[src/rtl/bias_add_instr_issuer_if.sv]
// Host command/response, accelerator instruction and writeback channels of the bias-add issuer.
// The issuer takes the slave view; the host/accelerator environment takes the master view.
interface bias_add_instr_issuer_if;
    logic        cmd_valid;
    logic        cmd_ready;
    logic [2:0]  cmd_op;
    logic [31:0] cmd_rs1;
    logic [31:0] cmd_rs2;
    logic [4:0]  cmd_rd;

    logic        rsp_valid;
    logic        rsp_ready;
    logic [31:0] rsp_data;
    logic        rsp_err;

    logic        instr_valid;
    logic        instr_ready;
    logic [31:0] instr;
    logic [31:0] rs1_val;
    logic [31:0] rs2_val;
    logic [4:0]  rd_addr;

    logic        rd_we;
    logic [4:0]  rd_waddr;
    logic [31:0] rd_wdata;

    logic        busy;

    modport slave (
        input  cmd_valid, cmd_op, cmd_rs1, cmd_rs2, cmd_rd,
        input  rsp_ready, instr_ready, rd_we, rd_waddr, rd_wdata,
        output cmd_ready, rsp_valid, rsp_data, rsp_err,
        output instr_valid, instr, rs1_val, rs2_val, rd_addr, busy
    );

    modport master (
        output cmd_valid, cmd_op, cmd_rs1, cmd_rs2, cmd_rd,
        output rsp_ready, instr_ready, rd_we, rd_waddr, rd_wdata,
        input  cmd_ready, rsp_valid, rsp_data, rsp_err,
        input  instr_valid, instr, rs1_val, rs2_val, rd_addr, busy
    );
endinterface

[src/rtl/bias_add_instr_issuer.sv]
// Turns host commands into custom accelerator instructions, waits for register writebacks
// where the op needs one, and returns exactly one response per accepted command.
module bias_add_instr_issuer #(
    parameter int WB_TIMEOUT = 64,
    parameter int POLL_MAX   = 1024
) (
    input  logic                   clk,
    input  logic                   rst,
    bias_add_instr_issuer_if.slave bus
);
    localparam int TO_W = $clog2(WB_TIMEOUT + 1);
    localparam int PC_W = $clog2(POLL_MAX + 1);

    localparam logic [2:0] OP_START = 3'd2;
    localparam logic [2:0] OP_POLL  = 3'd5;
    localparam logic [6:0] FUNCT7   = 7'h04;
    localparam logic [6:0] OPCODE   = 7'h33;
    localparam logic [31:0] TIMEOUT_TAG = 32'hDEAD_0000;

    typedef enum logic [1:0] {IDLE, ISSUE, WAIT_WB, RESP} state_t;

    state_t      state_reg, state_next;
    logic [2:0]  op_reg, op_next;
    logic [31:0] rs1_reg, rs1_next;
    logic [31:0] rs2_reg, rs2_next;
    logic [4:0]  rd_reg, rd_next;
    logic [31:0] instr_reg, instr_next;
    logic [TO_W-1:0] to_cnt_reg, to_cnt_next;
    logic [PC_W-1:0] poll_cnt_reg, poll_cnt_next;
    logic [31:0] rsp_data_reg, rsp_data_next;
    logic        rsp_err_reg, rsp_err_next;

    logic            wb_hit;
    logic [TO_W-1:0] to_inc;
    logic [PC_W-1:0] poll_inc;

    // POLL is issued as a STAT instruction, so it shares the STAT funct3.
    function automatic logic [31:0] encode(input logic [2:0] op, input logic [4:0] rd);
        logic [2:0] funct3;
        funct3 = (op == OP_POLL) ? 3'b100 : op;
        return {FUNCT7, 10'd0, funct3, rd, OPCODE};
    endfunction

    assign wb_hit   = bus.rd_we && (bus.rd_waddr == rd_reg);
    assign to_inc   = to_cnt_reg + TO_W'(1);
    assign poll_inc = poll_cnt_reg + PC_W'(1);

    always_ff @(posedge clk) begin
        if (rst) begin
            state_reg    <= IDLE;
            op_reg       <= '0;
            rs1_reg      <= '0;
            rs2_reg      <= '0;
            rd_reg       <= '0;
            instr_reg    <= '0;
            to_cnt_reg   <= '0;
            poll_cnt_reg <= '0;
            rsp_data_reg <= '0;
            rsp_err_reg  <= 1'b0;
        end else begin
            state_reg    <= state_next;
            op_reg       <= op_next;
            rs1_reg      <= rs1_next;
            rs2_reg      <= rs2_next;
            rd_reg       <= rd_next;
            instr_reg    <= instr_next;
            to_cnt_reg   <= to_cnt_next;
            poll_cnt_reg <= poll_cnt_next;
            rsp_data_reg <= rsp_data_next;
            rsp_err_reg  <= rsp_err_next;
        end
    end

    always_comb begin
        state_next    = state_reg;
        op_next       = op_reg;
        rs1_next      = rs1_reg;
        rs2_next      = rs2_reg;
        rd_next       = rd_reg;
        instr_next    = instr_reg;
        to_cnt_next   = to_cnt_reg;
        poll_cnt_next = poll_cnt_reg;
        rsp_data_next = rsp_data_reg;
        rsp_err_next  = rsp_err_reg;

        case (state_reg)
            IDLE: begin
                if (bus.cmd_valid) begin
                    op_next       = bus.cmd_op;
                    rs1_next      = bus.cmd_rs1;
                    rs2_next      = bus.cmd_rs2;
                    rd_next       = bus.cmd_rd;
                    poll_cnt_next = '0;
                    to_cnt_next   = '0;
                    if (bus.cmd_op > OP_POLL) begin
                        instr_next    = '0;
                        rsp_data_next = '0;
                        rsp_err_next  = 1'b1;
                        state_next    = RESP;
                    end else begin
                        instr_next = encode(bus.cmd_op, bus.cmd_rd);
                        state_next = ISSUE;
                    end
                end
            end

            ISSUE: begin
                if (bus.instr_ready) begin
                    if (op_reg <= OP_START) begin
                        rsp_data_next = '0;
                        rsp_err_next  = 1'b0;
                        state_next    = RESP;
                    end else begin
                        to_cnt_next = '0;
                        state_next  = WAIT_WB;
                    end
                end
            end

            WAIT_WB: begin
                // An accepted writeback wins over a timeout expiring in the same cycle.
                if (wb_hit) begin
                    if (op_reg == OP_POLL && !bus.rd_wdata[1]) begin
                        poll_cnt_next = poll_inc;
                        if (poll_inc == PC_W'(POLL_MAX)) begin
                            rsp_data_next = bus.rd_wdata;
                            rsp_err_next  = 1'b1;
                            state_next    = RESP;
                        end else begin
                            state_next = ISSUE;
                        end
                    end else begin
                        rsp_data_next = bus.rd_wdata;
                        rsp_err_next  = 1'b0;
                        state_next    = RESP;
                    end
                end else begin
                    to_cnt_next = to_inc;
                    if (to_inc == TO_W'(WB_TIMEOUT)) begin
                        rsp_data_next = TIMEOUT_TAG | {29'd0, op_reg};
                        rsp_err_next  = 1'b1;
                        state_next    = RESP;
                    end
                end
            end

            RESP: begin
                if (bus.rsp_ready) begin
                    state_next = IDLE;
                end
            end

            default: state_next = IDLE;
        endcase
    end

    assign bus.cmd_ready   = (state_reg == IDLE);
    assign bus.busy        = (state_reg != IDLE);
    assign bus.instr_valid = (state_reg == ISSUE);
    assign bus.instr       = instr_reg;
    assign bus.rs1_val     = rs1_reg;
    assign bus.rs2_val     = rs2_reg;
    assign bus.rd_addr     = rd_reg;
    assign bus.rsp_valid   = (state_reg == RESP);
    assign bus.rsp_data    = rsp_data_reg;
    assign bus.rsp_err     = rsp_err_reg;
endmodule
[src/flat_wrapper.sv]
// flat-port wrapper written by rule: the top's interface ports become plain ports
module bias_add_instr_issuer_flat 
#(
    parameter int WB_TIMEOUT = 64,
    parameter int POLL_MAX   = 1024
)
  (clk, rst, bus_cmd_valid, bus_cmd_op, bus_cmd_rs1, bus_cmd_rs2, bus_cmd_rd, bus_rsp_ready, bus_instr_ready, bus_rd_we, bus_rd_waddr, bus_rd_wdata, bus_cmd_ready, bus_rsp_valid, bus_rsp_data, bus_rsp_err, bus_instr_valid, bus_instr, bus_rs1_val, bus_rs2_val, bus_rd_addr, bus_busy);
  bias_add_instr_issuer_if bus_i ();
  input  logic clk;
  input  logic rst;
  input wire logic [$bits(bus_i.cmd_valid)-1:0] bus_cmd_valid;
  input wire logic [$bits(bus_i.cmd_op)-1:0] bus_cmd_op;
  input wire logic [$bits(bus_i.cmd_rs1)-1:0] bus_cmd_rs1;
  input wire logic [$bits(bus_i.cmd_rs2)-1:0] bus_cmd_rs2;
  input wire logic [$bits(bus_i.cmd_rd)-1:0] bus_cmd_rd;
  input wire logic [$bits(bus_i.rsp_ready)-1:0] bus_rsp_ready;
  input wire logic [$bits(bus_i.instr_ready)-1:0] bus_instr_ready;
  input wire logic [$bits(bus_i.rd_we)-1:0] bus_rd_we;
  input wire logic [$bits(bus_i.rd_waddr)-1:0] bus_rd_waddr;
  input wire logic [$bits(bus_i.rd_wdata)-1:0] bus_rd_wdata;
  output wire logic [$bits(bus_i.cmd_ready)-1:0] bus_cmd_ready;
  output wire logic [$bits(bus_i.rsp_valid)-1:0] bus_rsp_valid;
  output wire logic [$bits(bus_i.rsp_data)-1:0] bus_rsp_data;
  output wire logic [$bits(bus_i.rsp_err)-1:0] bus_rsp_err;
  output wire logic [$bits(bus_i.instr_valid)-1:0] bus_instr_valid;
  output wire logic [$bits(bus_i.instr)-1:0] bus_instr;
  output wire logic [$bits(bus_i.rs1_val)-1:0] bus_rs1_val;
  output wire logic [$bits(bus_i.rs2_val)-1:0] bus_rs2_val;
  output wire logic [$bits(bus_i.rd_addr)-1:0] bus_rd_addr;
  output wire logic [$bits(bus_i.busy)-1:0] bus_busy;
  assign bus_i.cmd_valid = bus_cmd_valid;
  assign bus_i.cmd_op = bus_cmd_op;
  assign bus_i.cmd_rs1 = bus_cmd_rs1;
  assign bus_i.cmd_rs2 = bus_cmd_rs2;
  assign bus_i.cmd_rd = bus_cmd_rd;
  assign bus_i.rsp_ready = bus_rsp_ready;
  assign bus_i.instr_ready = bus_instr_ready;
  assign bus_i.rd_we = bus_rd_we;
  assign bus_i.rd_waddr = bus_rd_waddr;
  assign bus_i.rd_wdata = bus_rd_wdata;
  assign bus_cmd_ready = bus_i.cmd_ready;
  assign bus_rsp_valid = bus_i.rsp_valid;
  assign bus_rsp_data = bus_i.rsp_data;
  assign bus_rsp_err = bus_i.rsp_err;
  assign bus_instr_valid = bus_i.instr_valid;
  assign bus_instr = bus_i.instr;
  assign bus_rs1_val = bus_i.rs1_val;
  assign bus_rs2_val = bus_i.rs2_val;
  assign bus_rd_addr = bus_i.rd_addr;
  assign bus_busy = bus_i.busy;
  bias_add_instr_issuer #(.WB_TIMEOUT(WB_TIMEOUT), .POLL_MAX(POLL_MAX)) u_core (.clk(clk), .rst(rst), .bus(bus_i));
endmodule
[config.mk]
export PLATFORM = sky130hd
export DESIGN_NAME = bias_add_instr_issuer_flat
export DESIGN_NICKNAME = d
export VERILOG_FILES = /design/src/rtl/bias_add_instr_issuer_if.sv /design/src/rtl/bias_add_instr_issuer.sv /design/src/flat_wrapper.sv
export SDC_FILE = /design/constraint.sdc
export NUM_CORES = 1
export LEC_CHECK = 0
export BUFFER_PORTS_ARGS = -buffer_cell sky130_fd_sc_hd__buf_2
export CORE_MARGIN = 10
export CORE_UTILIZATION = 48
export DETAILED_ROUTE_END_ITERATION = 16
export MAX_ROUTING_LAYER = met4
export PLACE_DENSITY_LB_ADDON = 0.05
export SLEW_MARGIN = 0
export SYNTH_ARGS = -nofsm -noshare
export SYNTH_HDL_FRONTEND = slang
export SYNTH_SLANG_ARGS = --single-unit
export TNS_END_PERCENT = 20
[constraint.sdc]
create_clock -name clk -period 2.93 [get_ports clk]
set_input_delay 0 -clock clk [delete_from_list [all_inputs] [get_ports clk]]
set_output_delay 0 -clock clk [all_outputs]
set_load 0.01 [all_outputs]
==> results of run 1 <==
[layout make-up]
type / instances / share of cell area
multi-input cells: 517 / 0.3244
flip-flops and latches: 134 / 0.3161
repair buffers: 347 / 0.2698
clock buffers: 25 / 0.05957
well taps: 147 / 0.02167
clock inverters: 4 / 0.005308
inverters: 5 / 0.002212
diodes: 3 / 0.0008847
[worst max-delay path, stage by stage, from the launching register on]
cell and delay (ns):
dfxtp_1 0.43, ha_1 0.29, xor2_1 0.09, or4_4 0.44
a2111oi_4 0.34, o21ai_2 0.10, a21o_2 0.55, mux2i_1 0.23
[cell families after synthesis]
family / Yosys count
AND/OR/NAND/NOR: 302
AO/OA/AOI/OAI: 152
flip-flops: 134
buffers and inverters: 74
multiplexers: 36
XOR/XNOR: 6
adder cells (fa/ha/maj): 2
other: 1
[cells in the final DEF (no fill, tap or decap), types with 8 or more instances in the layout]
cell type | netlist | layout
buf_2 | 2 | 232
nand2_1 | 187 | 186
dfxtp_1 | 134 | 134
dlygate4sd3_1 | 1 | 106
a21oi_1 | 98 | 98
nor2_1 | 34 | 34
nand2b_1 | 33 | 33
mux2i_1 | 33 | 33
o21ai_0 | 25 | 25
conb_1 | 1 | 19
clkbuf_16 | 0 | 17
buf_4 | 24 | 9
nand3_1 | 8 | 8
[metal layers]
metal / vias up / track usage / wire length [um]
li1: 2968 / - / -
met1: 2792 / 0.2463 / 7799
met2: 235 / 0.3784 / 9532
met3: 39 / 0.08357 / 1633
met4: 0 / 0.1131 / 556
met5: - / - / 0
[power groups by stage]
stage	sequential [uW]	combinational, uW	clock [uW]
4_1_cts	2060	1110	2030
3_3_place_gp	2090	975	0
5_1_grt	2080	1220	2120
6_report	2060	1120	1990
3_5_place_dp	2090	995	0
2_1_floorplan	2150	645	0
[worst min path at each step]
stage,endpoint,startpoint,cells after the start,slack [ns]
floorplan,u_core.op_reg[1],bus_cmd_op[1],2,0.14
global placement,u_core.bus.rs1_val[28],bus_cmd_rs1[28],3,0.24
detailed placement,u_core.bus.rs1_val[13],bus_cmd_rs1[13],3,0.25
CTS,u_core.state_reg[1],bus_instr_ready,5,0.12
global route,u_core.to_cnt_reg[0],rst,2,0.15
finish,u_core.poll_cnt_reg[1],rst,2,0.14
[through the flow]
step                      worst slack (ns)  hold slack, ns  instances
final                               0.2728          0.1365       1182
after global routing                0.1177          0.1473       1179
after CTS                           0.2941          0.1217       1179
after detailed placement            0.3111          0.2456       1044
after global placement              0.3948          0.2395       1044
after floorplan                     0.7054          0.1360        725
[timing repair]
| action | CTS | global route |
|---|---|---|
| buffers inserted | 0 | 0 |
| hold endpoints to repair | 114 | 0 |
| hold buffers | 106 | 0 |
==> flow_summary.toml, run 1 <==
[outcome]
status = "complete, no violations"

[power_and_ir_drop]
ir_worst_vdd_v = 0.0004265
swShare = 0.2829
pwr-share-clk = 0.386
pwr_density_cell_nw_per_um2 = 609.4
pwr-share-seq = 0.398
fin_total_pwr_uw = 5171
p_leak_uw = 0.003858
p_int_uw = 3708
switchingPower_uw = 1463
power_frac_comb = 0.216

[timing]
setup_viol = 0
skew_ns = 0.006681
fin_crit_sh = 0.9069
rsz0062_at_grt = "no"
final-hold-violation-count = 0
relSlewSlack = 0.3350
min_period_ns = 2.657
worstMarginPinSlew_ns = 0.9975
maxSlewViolCount = 0
timing.fmax_mhz = 376.3
final.setup.tns_ns = 0

[cts]
cts_sinks = 134
htree_levels = 4
cts_buffer_depth = 2
cts_buffers = 17
insertion_delay_ns = 0.41
cts_tree = "built"
cts-resized-gates = 0
clk_pin_slew_worst_paths_ns = 0.05
cts-root-buf = "clkbuf_16"

[grt]
track_usage = 0.2322
grt_max_degree = 72
grt_pass1_wl_mm = 30.55
grt_pass1_vias = 6219
grt_overflow = 0
antenna_found_initial = 0

[route]
antenna_left = 0
drtPass1Iterations = 4
vias = 6034
drc = 0
vias_per_cell = 5.105
drt_iter0_drc = 342
wire_per_inst_um = 16.52
routed_wl_mm = 19.52

[critical_path]
crit_end = "u_core.bus.rsp_data[24]"
ff2ff_setup_slack_ns = 0.27
setup.worst_path.start = "u_core.poll_cnt_reg[0]"
cp.arrival_ns = 2.91
worstSetupPathType = "register to register"
end_kind = "register"
r2r-start = "u_core.poll_cnt_reg[0]"
cp_max_fo = 33
critPathLaunchType = "register"
rr_endpoint = "u_core.bus.rsp_data[24]"
ff2ff_path_depth = 7
cp_data_required_time_ns = 3.19

[floorplan]
io_pins = 253
coreArea_sq_um = 11910
initial_utilization = 0.4879
die_y_um = 130.0
die-area_sq_um = 16910
dieWidth_um = 130.0
num_rows = 40

[yosys]
yosysTopAreaCell = "dfxtp_1"
synthDistinctLibCells = 65
synthFlopType = "dfxtp_1"
yosys.area_share.adder = 0.004306
yosysMostFrequentCell = "nand2_1"
synth-xor-area-share = 0.009042
ys_top_cells_by_area = "dfxtp_1, nand2_1, a21oi_1, mux2i_1, nand2b_1"
synth_area_per_cell_sq_um = 8.220
yosysSeqAreaShare = 0.4616
synth_top_area_share = 0.4616
synth_edf_count = 0
synth_top_family_by_area = "simple AND/OR/NAND/NOR gates"
ys_seq_elements = 134
muxShareOfSynthArea = 0.06265
syn_area_sq_um = 5812
synth_compound_area_frac = 0.1485
postSynth.asyncResetShare = 0
syn_inst = 707
synthSimpleGateAreaFrac = 0.2360
synth_common_cells = "nand2_1, dfxtp_1, a21oi_1"
yosys_warnings = 0

[finish]
ff_latch_area_sq_um = 2683
areaGrowthSynthToFinish_pct = 46.01
postLayoutCoreUtil = 0.7124
layout-drive-gt1-share = 0.2781
fin_area_sq_um = 8486
fin_nets = 1139
multi_input_area_sq_um = 2753
num-fill-cells = 952

[job]
maxCapViolCount = 0

[placed_design]
dpl.hpwl_mm = 13.03
port_buffers = 233
dpl_cell_area_sq_um = 6867
gp_congestion = 0.8423

[hold_path]
min_path_type = "primary input to register"
Power figures use the tool's default switching activity.
==> inputs of run 2 (changes only) <==
CELL_PAD_IN_SITES_DETAIL_PLACEMENT = 0   (was not set)
CELL_PAD_IN_SITES_GLOBAL_PLACEMENT = 1   (was not set)
CORE_UTILIZATION = 34   (was 48)
CTS_CLUSTER_SIZE = 28   (was not set)
==> run 2 against run 1 <==
Against the previous run:
- sequential power about the same
- die area grew 34%
- final cell count increased by 6.1%
- first-iteration DRC count is 22% lower
- sequential share of layout area shrank 0.41 points
- via count is 2.9% lower
- highest routed layer unchanged
==> flow_summary.toml, run 2 (synthesis results as in run 1) <==
[floorplan]
initial_utilization = 0.3492
die_y_um = 150.7
die-area_sq_um = 22720
io_pins = 253
num_rows = 47
coreArea_sq_um = 16640
dieWidth_um = 150.7

[placed_design]
gp_congestion = 0.8153
port_buffers = 233
pre_cts_slack_ns = 0.2828
dpl.hpwl_mm = 13.99
dp_cells = 1117

[route]
vias_per_cell = 4.671
vias = 5858
antenna_left = 0
wire_per_inst_um = 15.82
drt_iter0_drc = 266
drc = 0
routed_wl_mm = 19.83
drtPass1Iterations = 4

[power_and_ir_drop]
power_frac_comb = 0.209
pwr-share-clk = 0.402
ir_worst_vdd_v = 0.0004174
pwr_density_cell_nw_per_um2 = 615.7
p_leak_uw = 0.003853
switchingPower_uw = 1571
p_int_uw = 3723
swShare = 0.2967
pwr-share-seq = 0.389

[grt]
grt_max_degree = 78
grt_pass1_vias = 6157
track_usage = 0.1753
grt_pass1_wl_mm = 31.20
grt_overflow = 0
antenna_found_initial = 0

[cts]
clk_pin_slew_worst_paths_ns = 0.06
cts_sinks = 134
cts-resized-gates = 0
cts_buffer_depth = 2
insertion_delay_ns = 0.41
cts_tree = "built"
cts_buffers = 17
cts-root-buf = "clkbuf_16"
htree_levels = 4
postCtsHoldBufs = 105
cts_setup_buffers = 0

[timing]
fin_crit_sh = 0.9023
whs_ns = 0.02833
rsz0062_at_grt = "no"
relSlewSlack = 0.2814
worstMarginPinSlew_ns = 1.072
final.setup.tns_ns = 0
worst_slack_ns = 0.2862
timing.fmax_mhz = 378.2
final-hold-violation-count = 0
maxSlewViolCount = 0
skew_ns = 0.008184
setup_viol = 0
min_period_ns = 2.644

[critical_path]
cp_max_fo = 33
worstSetupPathType = "register to register"
end_kind = "register"
cp.arrival_ns = 2.97
cp_data_required_time_ns = 3.25
ff2ff_path_depth = 7
r2r-start = "u_core.poll_cnt_reg[0]"
rr_endpoint = "u_core.bus.rsp_data[30]"
ff2ff_setup_slack_ns = 0.29
critPathLaunchType = "register"

[finish]
instances_no_fill = 1254
diodes = 0
mostFrequentLayoutCells = "buf_2, nand2_1, dfxtp_1"
num-fill-cells = 1609
layout-drive-gt1-share = 0.2834
fin_nets = 1138
mostFrequentLayoutCell = "buf_2"
areaGrowthSynthToFinish_pct = 47.94
postLayoutCoreUtil = 0.5167

[outcome]
status = "complete, no violations"

[hold_path]
holdPathStages = 4
worstHoldStart = "bus_rd_wdata[1]"
min_path_type = "primary input to register"
min_to = "u_core.bus.rsp_data[1]"

[job]
maxCapViolCount = 0
[run 2: changes by cell type in the layout (fill, tap and decap cells not counted), sizes merged]
| cell | before | now |
|---|---|---|
| bufinv | 1 | 2 |
| clkbuf | 25 | 18 |
| clkinvlp | 0 | 5 |
| diode | 3 | 0 |
| dlygate4sd3 | 106 | 105 |
| inv | 5 | 9 |
[run 2: stage by stage]
stage          total power (uW)  cell area, sq um
2_1_floorplan              2791              5879
3_3_place_gp               3084              6958
3_5_place_dp               3103              6958
4_1_cts                    5372              8598
5_1_grt                    5568              8598
6_report                   5294              8598
[run 2: critical path, stage by stage (launching register included)]
cell       delay [ns]
dfxtp_1          0.36
ha_1             0.28
xor2_1           0.16
or4_4            0.44
a2111oi_4        0.33
o21ai_2          0.09
a21o_2           0.55
mux2i_1          0.33
[run 2: power groups by stage]
stage               Combinational (uW)  Sequential (uW)  Clock (uW)
floorplan                          645             2150           0
global placement                   994             2090           0
detailed placement                1010             2100           0
CTS                               1120             2060        2190
global route                      1230             2080        2260
finish                            1110             2060        2130
[run 2: cell type report]
cell class	instances	area, sq um	area share
Timing Repair Buffer	346	2280	0.2651
Tap cell	220	275.3	0.03201
Inverter	5	18.77	0.002183
Clock inverter	14	150.1	0.01746
Clock buffer	18	439.2	0.05108
Multi-Input combinational cell	517	2753	0.3201
Sequential cell	134	2683	0.3120
[run 2: how the worst max path moves through the flow]
stage | start | to | cells after the start
after floorplan | u_core.poll_cnt_reg[0] | u_core.bus.rsp_data[16] | 9
after global placement | u_core.poll_cnt_reg[0] | u_core.bus.rsp_data[29] | 7
after detailed placement | u_core.poll_cnt_reg[0] | u_core.bus.rsp_data[30] | 7
after CTS | u_core.poll_cnt_reg[0] | u_core.bus.rsp_data[30] | 7
after global routing | u_core.poll_cnt_reg[0] | u_core.bus.rsp_data[30] | 7
final | u_core.poll_cnt_reg[0] | u_core.bus.rsp_data[30] | 7
[run 2: routing by layer]
layer	vias up	global-route usage	wire length [um]
met1	2721	0.1995	8414
li1	2961	-	-
met3	9	0.06543	1398
met2	167	0.2888	9878
met5	-	-	0
met4	0	0.03754	142
==> inputs of run 3 (changes only) <==
CAP_MARGIN = 15   (was not set)
CORE_UTILIZATION = 30   (was 34)
clock period = 2.18 ns   (was 2.93 ns; I/O delays follow)
==> run 3 against run 2 <==
Against the previous run:
- the flow now finishes with violations (setup timing)
- first-iteration DRC count is 18% higher
- combinational power increased by 48%
- clock power grew 51%
- die area rose by 12%
- critical endpoint is now u_core.bus.rsp_data[12]
- highest routed layer unchanged
==> flow_summary.toml, run 3 (synthesis results as in run 1) <==
[outcome]
status = "complete, but fails checks"
failed_checks = "setup timing"

[placed_design]
port_buffers = 233
dpl.hpwl_mm = 14.46
gp_congestion = 0.8388

[timing]
rsz0062_at_grt = "yes"
timing.fmax_mhz = 444.0
worst_slack_ns = -0.07241
skew_ns = 0.01488
maxSlewViolCount = 0
final-hold-violation-count = 0
final.setup.tns_ns = -1.406
setup_viol = 33
min_period_ns = 2.252
relSlewSlack = 0.5736
worstMarginPinSlew_ns = 0.6396
fin_crit_sh = 1.033

[floorplan]
initial_utilization = 0.3076
num_rows = 50
die_y_um = 159.2
dieWidth_um = 159.2
die-area_sq_um = 25340
io_pins = 253
coreArea_sq_um = 18890

[critical_path]
crit_family = "compound AO/OA/AOI/OAI gates"
cp_num_buf_inv = 1
worstSetupPathType = "register to register"
cp_data_required_time_ns = 2.49
crit_path_top_delay_cell = "or4_4"
cp_max_fo = 16
crit_chain = "ha_4 -> xor2_1 -> or4_4 -> a2111oi_4 -> o21ai_2 -> a21o_4 -> clkbuf_16 -> mux2i_1"
critPathLaunchType = "register"
end_kind = "register"
cp.arrival_ns = 2.56
slowest_delay_ns = 0.43

[route]
vias_per_cell = 4.456
antenna_left = 0
drt_iter0_drc = 314
drc = 0
wire_per_inst_um = 15.67
drtPass1Iterations = 5
vias = 5886
routed_wl_mm = 20.69

[cts]
insertion_delay_ns = 0.42
cts-root-buf = "clkbuf_16"
htree_levels = 4
cts_sinks = 134
cts_buffers = 17
clk_pin_slew_worst_paths_ns = 0.06
cts_buffer_depth = 2
cts_tree = "built"

[finish]
layout-drive-gt1-share = 0.3065
fin_nets = 1162
mostFrequentLayoutCell = "buf_2"
mostFrequentLayoutCells = "buf_2, nand2_1, dfxtp_1"
areaGrowthSynthToFinish_pct = 55.39

[power_and_ir_drop]
p_leak_uw = 0.004054
fin_total_pwr_uw = 7601
ir_worst_vdd_v = 0.0005453
pwr_density_cell_nw_per_um2 = 841.6

[grt]
grt_pass1_wl_mm = 32.65
track_usage = 0.1623
antenna_found_initial = 4
grt_overflow = 0
grt_pass1_vias = 6137
grt_max_degree = 82

[hold_path]
min_path_type = "primary input to register"

[job]
maxCapViolCount = 0
-- run 3: worst paths after layout --
path,from,to,slack (ns),depth (start not counted)
worst min-delay path,bus_cmd_valid,u_core.state_reg[0],0.05,3
worst max-delay path,u_core.poll_cnt_reg[1],u_core.bus.rsp_data[12],-0.07,8
worst min register to register,u_core.bus.rs2_val[27],u_core.bus.rs2_val[27],0.45,2
worst max register to register,u_core.poll_cnt_reg[1],u_core.bus.rsp_data[12],-0.07,8
-- run 3: timing repair --
action	CTS	global route
setup endpoints to repair	33	42
resized for setup	2	9
endpoints found under the hold margin	114	0
setup buffers	0	0
gates cloned	0	2
hold buffers	105	0
pin swaps	0	2
-- run 3: final cells by class --
cell class              instances  area, sq um
clock inverters                11        196.4
well taps                     260        325.3
inverters                       5        18.77
multi-input cells             517         2786
repair buffers                370         2549
diodes                          4        10.01
flip-flops and latches        134         2689
fillers                      1890         9862
clock buffers                  20        456.7
-- run 3: per-stage QoR --
| stage | util | hold slack, ns | instance area, sq um | instances | setup WS (ns) |
|---|---|---|---|---|---|
| finish | 0.4780 | 0.04567 | 9031 | 1321 | -0.07241 |
| global route | 0.4780 | 0.08129 | 9031 | 1321 | -0.1390 |
| CTS | 0.4733 | 0.01331 | 8942 | 1315 | -0.06155 |
| detailed placement | 0.3825 | 0.2445 | 7227 | 1179 | -0.08186 |
| global placement | 0.3825 | 0.2401 | 7227 | 1179 | -0.03979 |
| floorplan | - | 0.1360 | 5883 | 725 | 0.009360 |
-- run 3: metal layers --
metal  wire, um  track usage  vias up
li1           -            -     3015
met1       9021       0.1919     2660
met2       9939       0.2544      199
met3       1565      0.06068       12
met4        167      0.04381        0
met5          0            -        -
-- run 3: worst reg2reg max path, delay by kind of cell, from the launching register on --
family / cells / cell delay, ns
buffers and inverters: 1 / 0.20
muxes: 1 / 0.13
xor gates and xnor gates: 1 / 0.15
AOI/OAI and AO/OA: 3 / 0.72
adders and majority gates: 1 / 0.17
DFF: 1 / 0.35
and+or+nand+nor: 1 / 0.43
-- run 3: power by group --
part / total [uW] / switching (uW) / leakage [uW] / internal (uW)
Combinational: 1640 / 904 / 0.00265 / 736
Sequential: 2750 / 103 / 0.00109 / 2640
Clock: 3210 / 1120 / 0.000313 / 2090
